$ cat config.mk
export PLATFORM = sky130hd
export DESIGN_NAME = uart_tx_buffered
export DESIGN_NICKNAME = d
export VERILOG_FILES = /design/src/rtl/uart_pkg.sv /design/src/rtl/uart_fifo.sv /design/src/rtl/uart_tx_buffered.sv
export SDC_FILE = /design/constraint.sdc
export NUM_CORES = 1
export LEC_CHECK = 0
export ABC_AREA = 1
export CAP_MARGIN = 15
export CELL_PAD_IN_SITES_DETAIL_PLACEMENT = 2
export CELL_PAD_IN_SITES_GLOBAL_PLACEMENT = 2
export CORE_MARGIN = 5
export CORE_UTILIZATION = 35
export DETAILED_ROUTE_END_ITERATION = 10
export PLACE_DENSITY = 0.82
export SLEW_MARGIN = 20
export SYNTH_ARGS = -nofsm -noshare
export SYNTH_HDL_FRONTEND = slang
export SYNTH_HIERARCHICAL = 1
export SYNTH_SLANG_ARGS = --single-unit
$ cat constraint.sdc
create_clock -name clock_50mhz -period 3.6 [get_ports clock_50mhz]
set_input_delay 0.72 -clock clock_50mhz [delete_from_list [all_inputs] [get_ports clock_50mhz]]
set_output_delay 0.72 -clock clock_50mhz [all_outputs]
set_load 0.01 [all_outputs]
$ cat src/rtl/uart_pkg.sv
// uart_pkg: UART constants, FSM state type and baud divisor helper shared by TX and future RX.
package uart_pkg;
  typedef enum logic [1:0] {IDLE, START, DATA, STOP} tx_state_t;
  localparam int UART_DATA_BITS = 8;
  localparam logic LINE_IDLE = 1'b1;
  localparam logic LINE_START = 1'b0;
  localparam logic LINE_STOP = 1'b1;
  function automatic int baud_div(input int clk_hz, input int baud);
    return (clk_hz + baud / 2) / baud;
  endfunction
endpackage

$ cat src/rtl/uart_fifo.sv
// uart_fifo: generic synchronous FIFO; ports clock_50mhz, reset_pin (async, active-low), push/din, pop/dout, count, full, empty.
module uart_fifo #(
  parameter int WIDTH = 8,
  parameter int DEPTH = 4
) (
  input  logic                       clock_50mhz,
  input  logic                       reset_pin,
  input  logic                       push,
  input  logic                       pop,
  input  logic [WIDTH-1:0]           din,
  output logic [WIDTH-1:0]           dout,
  output logic [$clog2(DEPTH):0]     count,
  output logic                       full,
  output logic                       empty
);
  localparam int AW = $clog2(DEPTH);
  logic [WIDTH-1:0] mem [DEPTH];
  logic [AW-1:0] wr_ptr, rd_ptr;
  logic do_push, do_pop;
  assign full = count == (AW + 1)'(DEPTH);
  assign empty = count == '0;
  assign do_push = push && !full;
  assign do_pop = pop && !empty;
  assign dout = mem[rd_ptr];
  always_ff @(posedge clock_50mhz)
    if (do_push) mem[wr_ptr] <= din;
  // Pointers wrap naturally because DEPTH is a power of two.
  always_ff @(posedge clock_50mhz or negedge reset_pin)
    if (!reset_pin) begin
      wr_ptr <= '0;
      rd_ptr <= '0;
      count <= '0;
    end else begin
      if (do_push) wr_ptr <= wr_ptr + 1'b1;
      if (do_pop) rd_ptr <= rd_ptr + 1'b1;
      count <= count + (AW + 1)'(do_push) - (AW + 1)'(do_pop);
    end
endmodule

$ cat src/rtl/uart_tx_buffered.sv
// uart_tx_buffered: buffered 8N1 UART transmitter.
// Ports: clock_50mhz, reset_pin (async, active-low); tx_data/tx_valid/tx_ready byte handshake into a FIFO;
// tx_pin serial line (registered, idle high); busy; tx_done end-of-frame pulse; fifo_count occupancy.
module uart_tx_buffered
  import uart_pkg::*;
#(
  parameter int CLK_HZ = 50000000,
  parameter int BAUD = 115200,
  parameter int FIFO_DEPTH = 4,
  parameter int STOP_BITS = 1
) (
  input  logic                          clock_50mhz,
  input  logic                          reset_pin,
  input  logic [7:0]                    tx_data,
  input  logic                          tx_valid,
  output logic                          tx_ready,
  output logic                          tx_pin,
  output logic                          busy,
  output logic                          tx_done,
  output logic [$clog2(FIFO_DEPTH):0]   fifo_count
);
  localparam int DIV = baud_div(CLK_HZ, BAUD);
  localparam int CW = $clog2(DIV);
  if (DIV < 2) begin : g_bad_div
    $error("uart_tx_buffered: baud divisor must be at least 2");
  end
  tx_state_t state;
  logic [CW-1:0] baud_cnt;
  logic [UART_DATA_BITS-1:0] shreg, head;
  logic [2:0] idx;
  logic full, empty, terminal, frame_end, pop;
  assign tx_ready = !full;
  assign terminal = baud_cnt == CW'(DIV - 1);
  // idx also counts stop bits, so multi-stop frames reuse the per-bit counter.
  assign frame_end = state == STOP && terminal && idx == 3'(STOP_BITS - 1);
  // Pop from IDLE or straight out of the last stop bit, giving back-to-back frames.
  assign pop = !empty && (state == IDLE || frame_end);
  uart_fifo #(.WIDTH(UART_DATA_BITS), .DEPTH(FIFO_DEPTH)) u_fifo (
    .clock_50mhz(clock_50mhz),
    .reset_pin(reset_pin),
    .push(tx_valid && tx_ready),
    .pop(pop),
    .din(tx_data),
    .dout(head),
    .count(fifo_count),
    .full(full),
    .empty(empty)
  );
  always_ff @(posedge clock_50mhz or negedge reset_pin)
    if (!reset_pin) begin
      state <= IDLE;
      baud_cnt <= '0;
      shreg <= '0;
      idx <= '0;
      tx_pin <= LINE_IDLE;
      tx_done <= 1'b0;
      busy <= 1'b0;
    end else begin
      tx_done <= frame_end;
      busy <= state != IDLE || !empty;
      if (pop) begin
        shreg <= head;
        baud_cnt <= '0;
        idx <= '0;
        state <= START;
        tx_pin <= LINE_START;
      end else if (state != IDLE) begin
        baud_cnt <= terminal ? '0 : baud_cnt + 1'b1;
        if (terminal)
          case (state)
            START: begin
              state <= DATA;
              idx <= '0;
              tx_pin <= shreg[0];
            end
            DATA:
              if (idx == 3'(UART_DATA_BITS - 1)) begin
                state <= STOP;
                idx <= '0;
                tx_pin <= LINE_STOP;
              end else begin
                shreg <= shreg >> 1;
                idx <= idx + 1'b1;
                tx_pin <= shreg[1];
              end
            STOP:
              if (frame_end) state <= IDLE;
              else idx <= idx + 1'b1;
            default: state <= IDLE;
          endcase
      end
    end
endmodule

==> results.sh, run 1 <==
export IMPL_final_layout_size_suffix_gt1_share_pct=8.78
export IMPL_synth_fp_nets=374
export IMPL_fp_dieW_um=106
export IMPL_min_period_ns=2.89
export IMPL_end_kind="register"
export IMPL_multi_input_area_mm2=0.00120
export IMPL_syn_inst=347
export IMPL_grt_overflow=0
export IMPL_required_ns=3.88
export IMPL_clk_latency_ns=0.34
export IMPL_drt_first_pass_iters=4
export IMPL_port_buffers=17
export IMPL_critical_path_class="register to register"
export IMPL_fmax_mhz=346
export IMPL_cts_resized=0
export IMPL_fin_total_pwr_mw=2.03
export IMPL_vias_per_cell=4.85
export IMPL_grtUsageTotal_pct=14.5
export IMPL_slew_headroom_pct=42.1
export IMPL_syn_avg_cell_area_um2=9.22
export IMPL_wl_per_cell_um=15.5
export IMPL_nets=398
export IMPL_finalCritPeriodShare_pct=80.4
export IMPL_first_iter_violations=75
export IMPL_num_vias=2349
export IMPL_path_clk_slew_ns=0.07
export IMPL_syn_to_final_growth_pct=15.6
export IMPL_pin_count=18
export IMPL_cts_path_max_buffers=2
export IMPL_finalHoldViolCount=0
export IMPL_cp_start_kind="register"
export IMPL_antennaDiodeCount=0
export IMPL_synth_area_leader_cell="edfxtp_1"
export IMPL_yosysSeqAreaShare_pct=55.1
export IMPL_slew_viol_final=0
export IMPL_maxCapViolCount=0
export IMPL_clock_skew_ns=0.00940
export IMPL_numCtsBuffers=9
export IMPL_final_util_pct=42.0
export IMPL_antenna_left=0
export IMPL_tightest_slew_ns=0.865
export IMPL_yosys_warnings=6
export IMPL_dpl_cell_area_mm2=0.00346
export IMPL_final_cell_area_mm2=0.00370
export IMPL_synth_top_area_share_pct=30.0
export IMPL_power_density_mw_per_mm2=550
export IMPL_grt_setup_unrepaired="false"
export IMPL_rows=34
export IMPL_fp_dieH_um=106
export IMPL_clockRootBuffer="clkbuf_8"
export IMPL_hp_class="register to register"
export IMPL_cts_sinks=64
export IMPL_antenna_found_initial=0
export IMPL_initial_core_util_pct=36.3
export IMPL_p_leak_nw=1.73
export IMPL_finalSetupViolCount=0
export IMPL_crit_arrival_ns=3.18
export IMPL_grt_pass1_vias=2614
export IMPL_dpl_hpwl_um=5240
export IMPL_grt_pass1_wl_um=12800
export IMPL_design_die_area_mm2=0.0112
export IMPL_synthesis_area_mm2=0.00320
export IMPL_register_area_mm2=0.00176
export IMPL_ys_top_cells_by_area="edfxtp_1 (30%), dfrtp_1 (24%), nand2_1 (13%), ha_1 (5.9%), inv_1 (4.9%)"
export IMPL_irDropWorstVdd_mv=0.323
export IMPL_gp_congestion=0.757
export IMPL_core_mm2=0.00881
export IMPL_grt_max_degree=33
export IMPL_fin_tns_setup_ns=0
export IMPL_status="finished, final reports clean"
export IMPL_fill_cells=947
export IMPL_cp_max_fo=18
export IMPL_postRouteWirelength_um=7500
export IMPL_htree_levels=3
export IMPL_cts_hold_buf=0
export IMPL_drc_errors=0
export IMPL_ys_seq_elements=64
export IMPL_post_cts_buffers=0
export IMPL_cts_tree="done"
export IMPL_synth_distinct_cells=29
## registers in the layout (all words and copies together), names as in the netlist
| register | cells |
|---|---|
| u_fifo/mem | 32 |
| u_fifo/rd_ptr | 2 |
| tx_pin | 1 |
| u_fifo/count | 3 |
| u_fifo/wr_ptr | 2 |
| busy | 1 |
| baud_cnt | 9 |
| idx | 3 |
| state | 2 |
| shreg | 8 |
| tx_done | 1 |
## placed cells by master, fill, tap and decap left out, types with 3 or more instances in the layout
| master | netlist | layout |
|---|---|---|
| a21oi_1 | 3 | 3 |
| bufinv_16 | 0 | 3 |
| clkbuf_8 | 0 | 9 |
| clkdlybuf4s50_1 | 0 | 17 |
| dfrtp_1 | 31 | 31 |
| edfxtp_1 | 32 | 32 |
| ha_1 | 15 | 15 |
| inv_1 | 42 | 42 |
| nand2_1 | 114 | 114 |
| nand2_4 | 5 | 5 |
| nand3_1 | 20 | 20 |
| nor2_1 | 31 | 31 |
| nor2_2 | 4 | 4 |
| nor3_1 | 3 | 3 |
| o21ai_0 | 6 | 6 |
| o21ai_1 | 14 | 14 |
| xor2_1 | 5 | 5 |
## stage by stage
stage	instances	setup WS, ns	hold slack, ns
2_1_floorplan	347	0.988	0.424
3_3_place_gp	468	0.869	0.451
3_5_place_dp	468	0.731	0.461
4_1_cts	484	0.664	0.473
5_1_grt	484	0.332	0.486
6_report	484	0.707	0.466
## Yosys cell counts, drive strengths merged
library cell	count
a21oi	3
buf	6
clkinv	1
dfrtp	31
dfstp	1
edfxtp	32
fa	1
ha	15
inv	45
mux2i	2
nand2	120
nand3	21
nand3b	2
nand4	1
nor2	35
nor3	3
o21a	1
o21ai	20
o22ai	2
xor2	5
## cell families (layout without fill, tap and decap cells)
logic type | after synthesis | count (layout) | synth area share, %
AO/OA/AOI/OAI | 26 | 26 | 4.22
flip-flops | 64 | 64 | 55.1
multiplexers | 2 | 2 | 1.02
AND/OR/NAND/NOR | 182 | 182 | 24.3
XOR/XNOR | 5 | 5 | 1.37
adder cells (fa/ha/maj) | 16 | 16 | 6.49
buffers and inverters | 52 | 81 | 7.47
## worst max-delay path, stage by stage (launching register included)
cell and delay, ns:
dfrtp_1 0.41, nor2_1 0.15, nand2_1 0.15, inv_1 0.18
clkinv_1 0.27, nand2_4 0.29, inv_1 0.13, nand2_1 0.10
inv_1 0.05, ha_1 0.27, inv_1 0.04, ha_1 0.18
fa_1 0.38, nand3b_1 0.17, nand2_1 0.07
## layer usage
layer  GRT usage (%)  vias to the layer above  share of wire (%)
li1                -                     1145                  -
met1            16.9                     1165                 44
met2            25.8                       26                 52
met3            3.73                       13                2.9
met4            5.55                        0                1.9
met5               0                        -                  0
## final timing paths
path                                              to  slack (ns)  cells past startpoint                       from
max                        u_fifo/count[2]$_DFF_PN0_        0.71                     14  u_fifo/count[1]$_DFF_PN0_
min                               tx_pin$_DFFE_PN1P_        0.47                      2         tx_pin$_DFFE_PN1P_
max reg2reg                u_fifo/count[2]$_DFF_PN0_        0.71                     14  u_fifo/count[1]$_DFF_PN0_
min reg2reg                       tx_pin$_DFFE_PN1P_        0.47                      2         tx_pin$_DFFE_PN1P_
max in group asynchronous         tx_pin$_DFFE_PN1P_        2.49                      2                  reset_pin
min in group asynchronous    baud_cnt[5]$_DFFE_PN0P_        0.78                      2                  reset_pin
## report_power, final
part	switching (mW)	internal (mW)
logic	0.226	0.119
clock network	0.299	0.461
registers	0.0487	0.881
## final cells by class
class / instances / share of cell area (%)
Clock buffer: 9 / 3.35
Clock inverter: 7 / 3.21
Inverter: 46 / 4.74
Multi-Input combinational cell: 231 / 32.4
Sequential cell: 64 / 47.7
Tap cell: 108 / 3.65
Timing Repair Buffer: 19 / 5.01
Note: power is estimated with default switching activity, not from simulation.
==> run 2, diff against run 1 <==
Settings changed: CORE_UTILIZATION 35 to 34, PLACE_DENSITY 0.82 to 0.83.
Clock period 3.6 ns to 2.37 ns, I/O delays scaled along.
==> run 2 against run 1 <==
Core utilization grew 1.8 points. Hold slack better by 0.0062 ns. Die area rose by 2.7%. Critical path depth unchanged. Combinational power increased by 100%. Sequential cell count unchanged.
==> results.sh, run 2 (synthesis gave the netlist of run 1 again) <==
export IMPL_clockRootBuffer="clkbuf_8"
export IMPL_antenna_left=0
export IMPL_path_clk_slew_ns=0.08
export IMPL_gp_congestion=0.728
export IMPL_end_kind="register"
export IMPL_htree_levels=3
export IMPL_slew_viol_final=0
export IMPL_reg_top3="u_fifo/mem (32), baud_cnt (9), shreg (8)"
export IMPL_initial_core_util_pct=34.8
export IMPL_port_buffers=17
export IMPL_min_period_ns=2.35
export IMPL_largest_register_ffs=32
export IMPL_design_die_area_mm2=0.0115
export IMPL_clk_latency_ns=0.36
export IMPL_hp_class="register to register"
export IMPL_grtUsageTotal_pct=15.1
export IMPL_maxCapViolCount=0
export IMPL_clock_skew_ns=0.0155
export IMPL_holdWs_ns=0.472
export IMPL_slew_headroom_pct=70.9
export IMPL_fp_dieW_um=107
export IMPL_irDropWorstVdd_mv=0.482
export IMPL_grt_max_degree=33
export IMPL_r2r_slack_ns=0.02
export IMPL_setup_ws_ns=0.0182
export IMPL_p_leak_nw=1.87
export IMPL_grt_overflow=0
export IMPL_first_iter_violations=93
export IMPL_grt_pass1_vias=2680
export IMPL_antennaDiodeCount=0
export IMPL_stdcell_count=510
export IMPL_power_density_mw_per_mm2=823
export IMPL_regMostFlops="u_fifo/mem"
export IMPL_crit_arrival_ns=2.65
export IMPL_cp_max_fo=4
export IMPL_critical_path_class="register to register"
export IMPL_rows=35
export IMPL_fp_dieH_um=107
export IMPL_cp_start_kind="register"
export IMPL_vias_per_cell=4.78
export IMPL_placed_cells=483
export IMPL_fmax_mhz=425
export IMPL_cts_tree="done"
export IMPL_wl_per_cell_um=16.8
export IMPL_drc_errors=0
export IMPL_grt_setup_unrepaired="true"
export IMPL_antenna_found_initial=0
export IMPL_grt_pass1_wl_um=13200
export IMPL_drt_first_pass_iters=4
export IMPL_cts_hold_buf=0
export IMPL_layout_common_cells="nand2_1 (110), inv_1 (35), edfxtp_1 (32), nor2_1 (28), dfrtp_1 (28)"
export IMPL_required_ns=2.66
export IMPL_layout_commonest_cell="nand2_1"
export IMPL_numCtsBuffers=9
export IMPL_pre_cts_ws_ns=-0.0591
export IMPL_postRouteWirelength_um=8580
export IMPL_nets=421
export IMPL_final_layout_size_suffix_gt1_share_pct=20.3
export IMPL_syn_to_final_growth_pct=25.8
export IMPL_finalSetupViolCount=0
export IMPL_cts_sinks=64
export IMPL_pin_count=18
export IMPL_dpl_hpwl_um=5350
export IMPL_tightest_slew_ns=0.436
export IMPL_core_mm2=0.00920
export IMPL_cts_path_max_buffers=2
export IMPL_status="finished, final reports clean"
export IMPL_num_vias=2436
export IMPL_finalCritPeriodShare_pct=99.2
export IMPL_finalHoldViolCount=0
-- run 2: cell types whose count changed in the layout (fill, tap and decap cells not counted), moves of 2 or more --
cell | before | now
clkinv_1 | 2 | 0
nand2_1 | 114 | 110
ha_4 | 0 | 5
dfrtp_2 | 0 | 3
dfrtp_1 | 31 | 28
nor2_4 | 0 | 2
inv_6 | 1 | 4
buf_4 | 2 | 25
nand2_4 | 5 | 7
inv_4 | 1 | 3
nor2_1 | 31 | 28
inv_2 | 2 | 6
inv_1 | 42 | 35
ha_1 | 15 | 10
-- run 2: layout make-up --
| cell class | count | area, um^2 |
|---|---|---|
| clock buffer | 9 | 124 |
| clock inverter | 7 | 125 |
| fill | 988 | 5170 |
| inverter | 46 | 190 |
| multi-input combinational | 231 | 1320 |
| sequential | 64 | 1770 |
| tap | 111 | 139 |
| timing repair buffer | 42 | 358 |
-- run 2: routing by layer --
| layer | vias up | global-route usage [%] | part of all wire, % |
|---|---|---|---|
| met1 | 1208 | 16.7 | 40 |
| met4 | 0 | 6.48 | 1.7 |
| li1 | 1191 | - | - |
| met3 | 12 | 3.13 | 2.3 |
| met5 | - | 0 | 0 |
| met2 | 25 | 27.7 | 56 |
-- run 2: timing repair --
item / in CTS / in global routing
resized for setup: 8 / 23
buffers inserted: 2 / 9
setup endpoints to repair: 2 / 3
gates cloned: 0 / 0
hold endpoints to repair: 0 / 0
pin swaps: 4 / 9
-- run 2: per-stage QoR --
| stage | power [mW] | utilization, % | area [um^2] | setup TNS (ns) |
|---|---|---|---|---|
| 3_3_place_gp | 1.99 | 38.8 | 3570 | 0 |
| 6_report | 3.31 | 43.8 | 4020 | 0 |
| 4_1_cts | 3.29 | 41.9 | 3860 | 0 |
| 5_1_grt | 3.51 | 43.8 | 4020 | -0.131 |
| 2_1_floorplan | 1.74 | - | 3220 | 0 |
| 3_5_place_dp | 2.05 | 38.8 | 3570 | -0.109 |
-- run 2: final timing paths --
path,end,startpoint,cells past startpoint
max in group asynchronous,state[1]$_DFFE_PN0P_,reset_pin,2
worst min-delay path,tx_pin$_DFFE_PN1P_,tx_pin$_DFFE_PN1P_,2
worst max register to register,u_fifo/count[2]$_DFF_PN0_,u_fifo/count[0]$_DFF_PN0_,14
worst max-delay path,u_fifo/count[2]$_DFF_PN0_,u_fifo/count[0]$_DFF_PN0_,14
worst min register to register,tx_pin$_DFFE_PN1P_,tx_pin$_DFFE_PN1P_,2
min in group asynchronous,baud_cnt[7]$_DFFE_PN0P_,reset_pin,2
-- run 2: report_power, final --
part | total, mW | switching (mW) | internal [mW]
Clock | 1.20 | 0.492 | 0.711
Sequential | 1.42 | 0.0832 | 1.33
Combinational | 0.690 | 0.417 | 0.273
Total | 3.31 | 0.991 | 2.32
-- run 2: critical path: stages, from the launching register on --
cell and delay [ns]:
dfrtp_1 0.45, nor2_2 0.17, nand2_1 0.12, inv_2 0.14, clkinv_4 0.10, nand2_8 0.09, inv_6 0.04, nand2_4 0.08
inv_4 0.04, ha_4 0.25, inv_2 0.04, ha_4 0.15, fa_2 0.35, nand3b_1 0.17, nand2_1 0.08
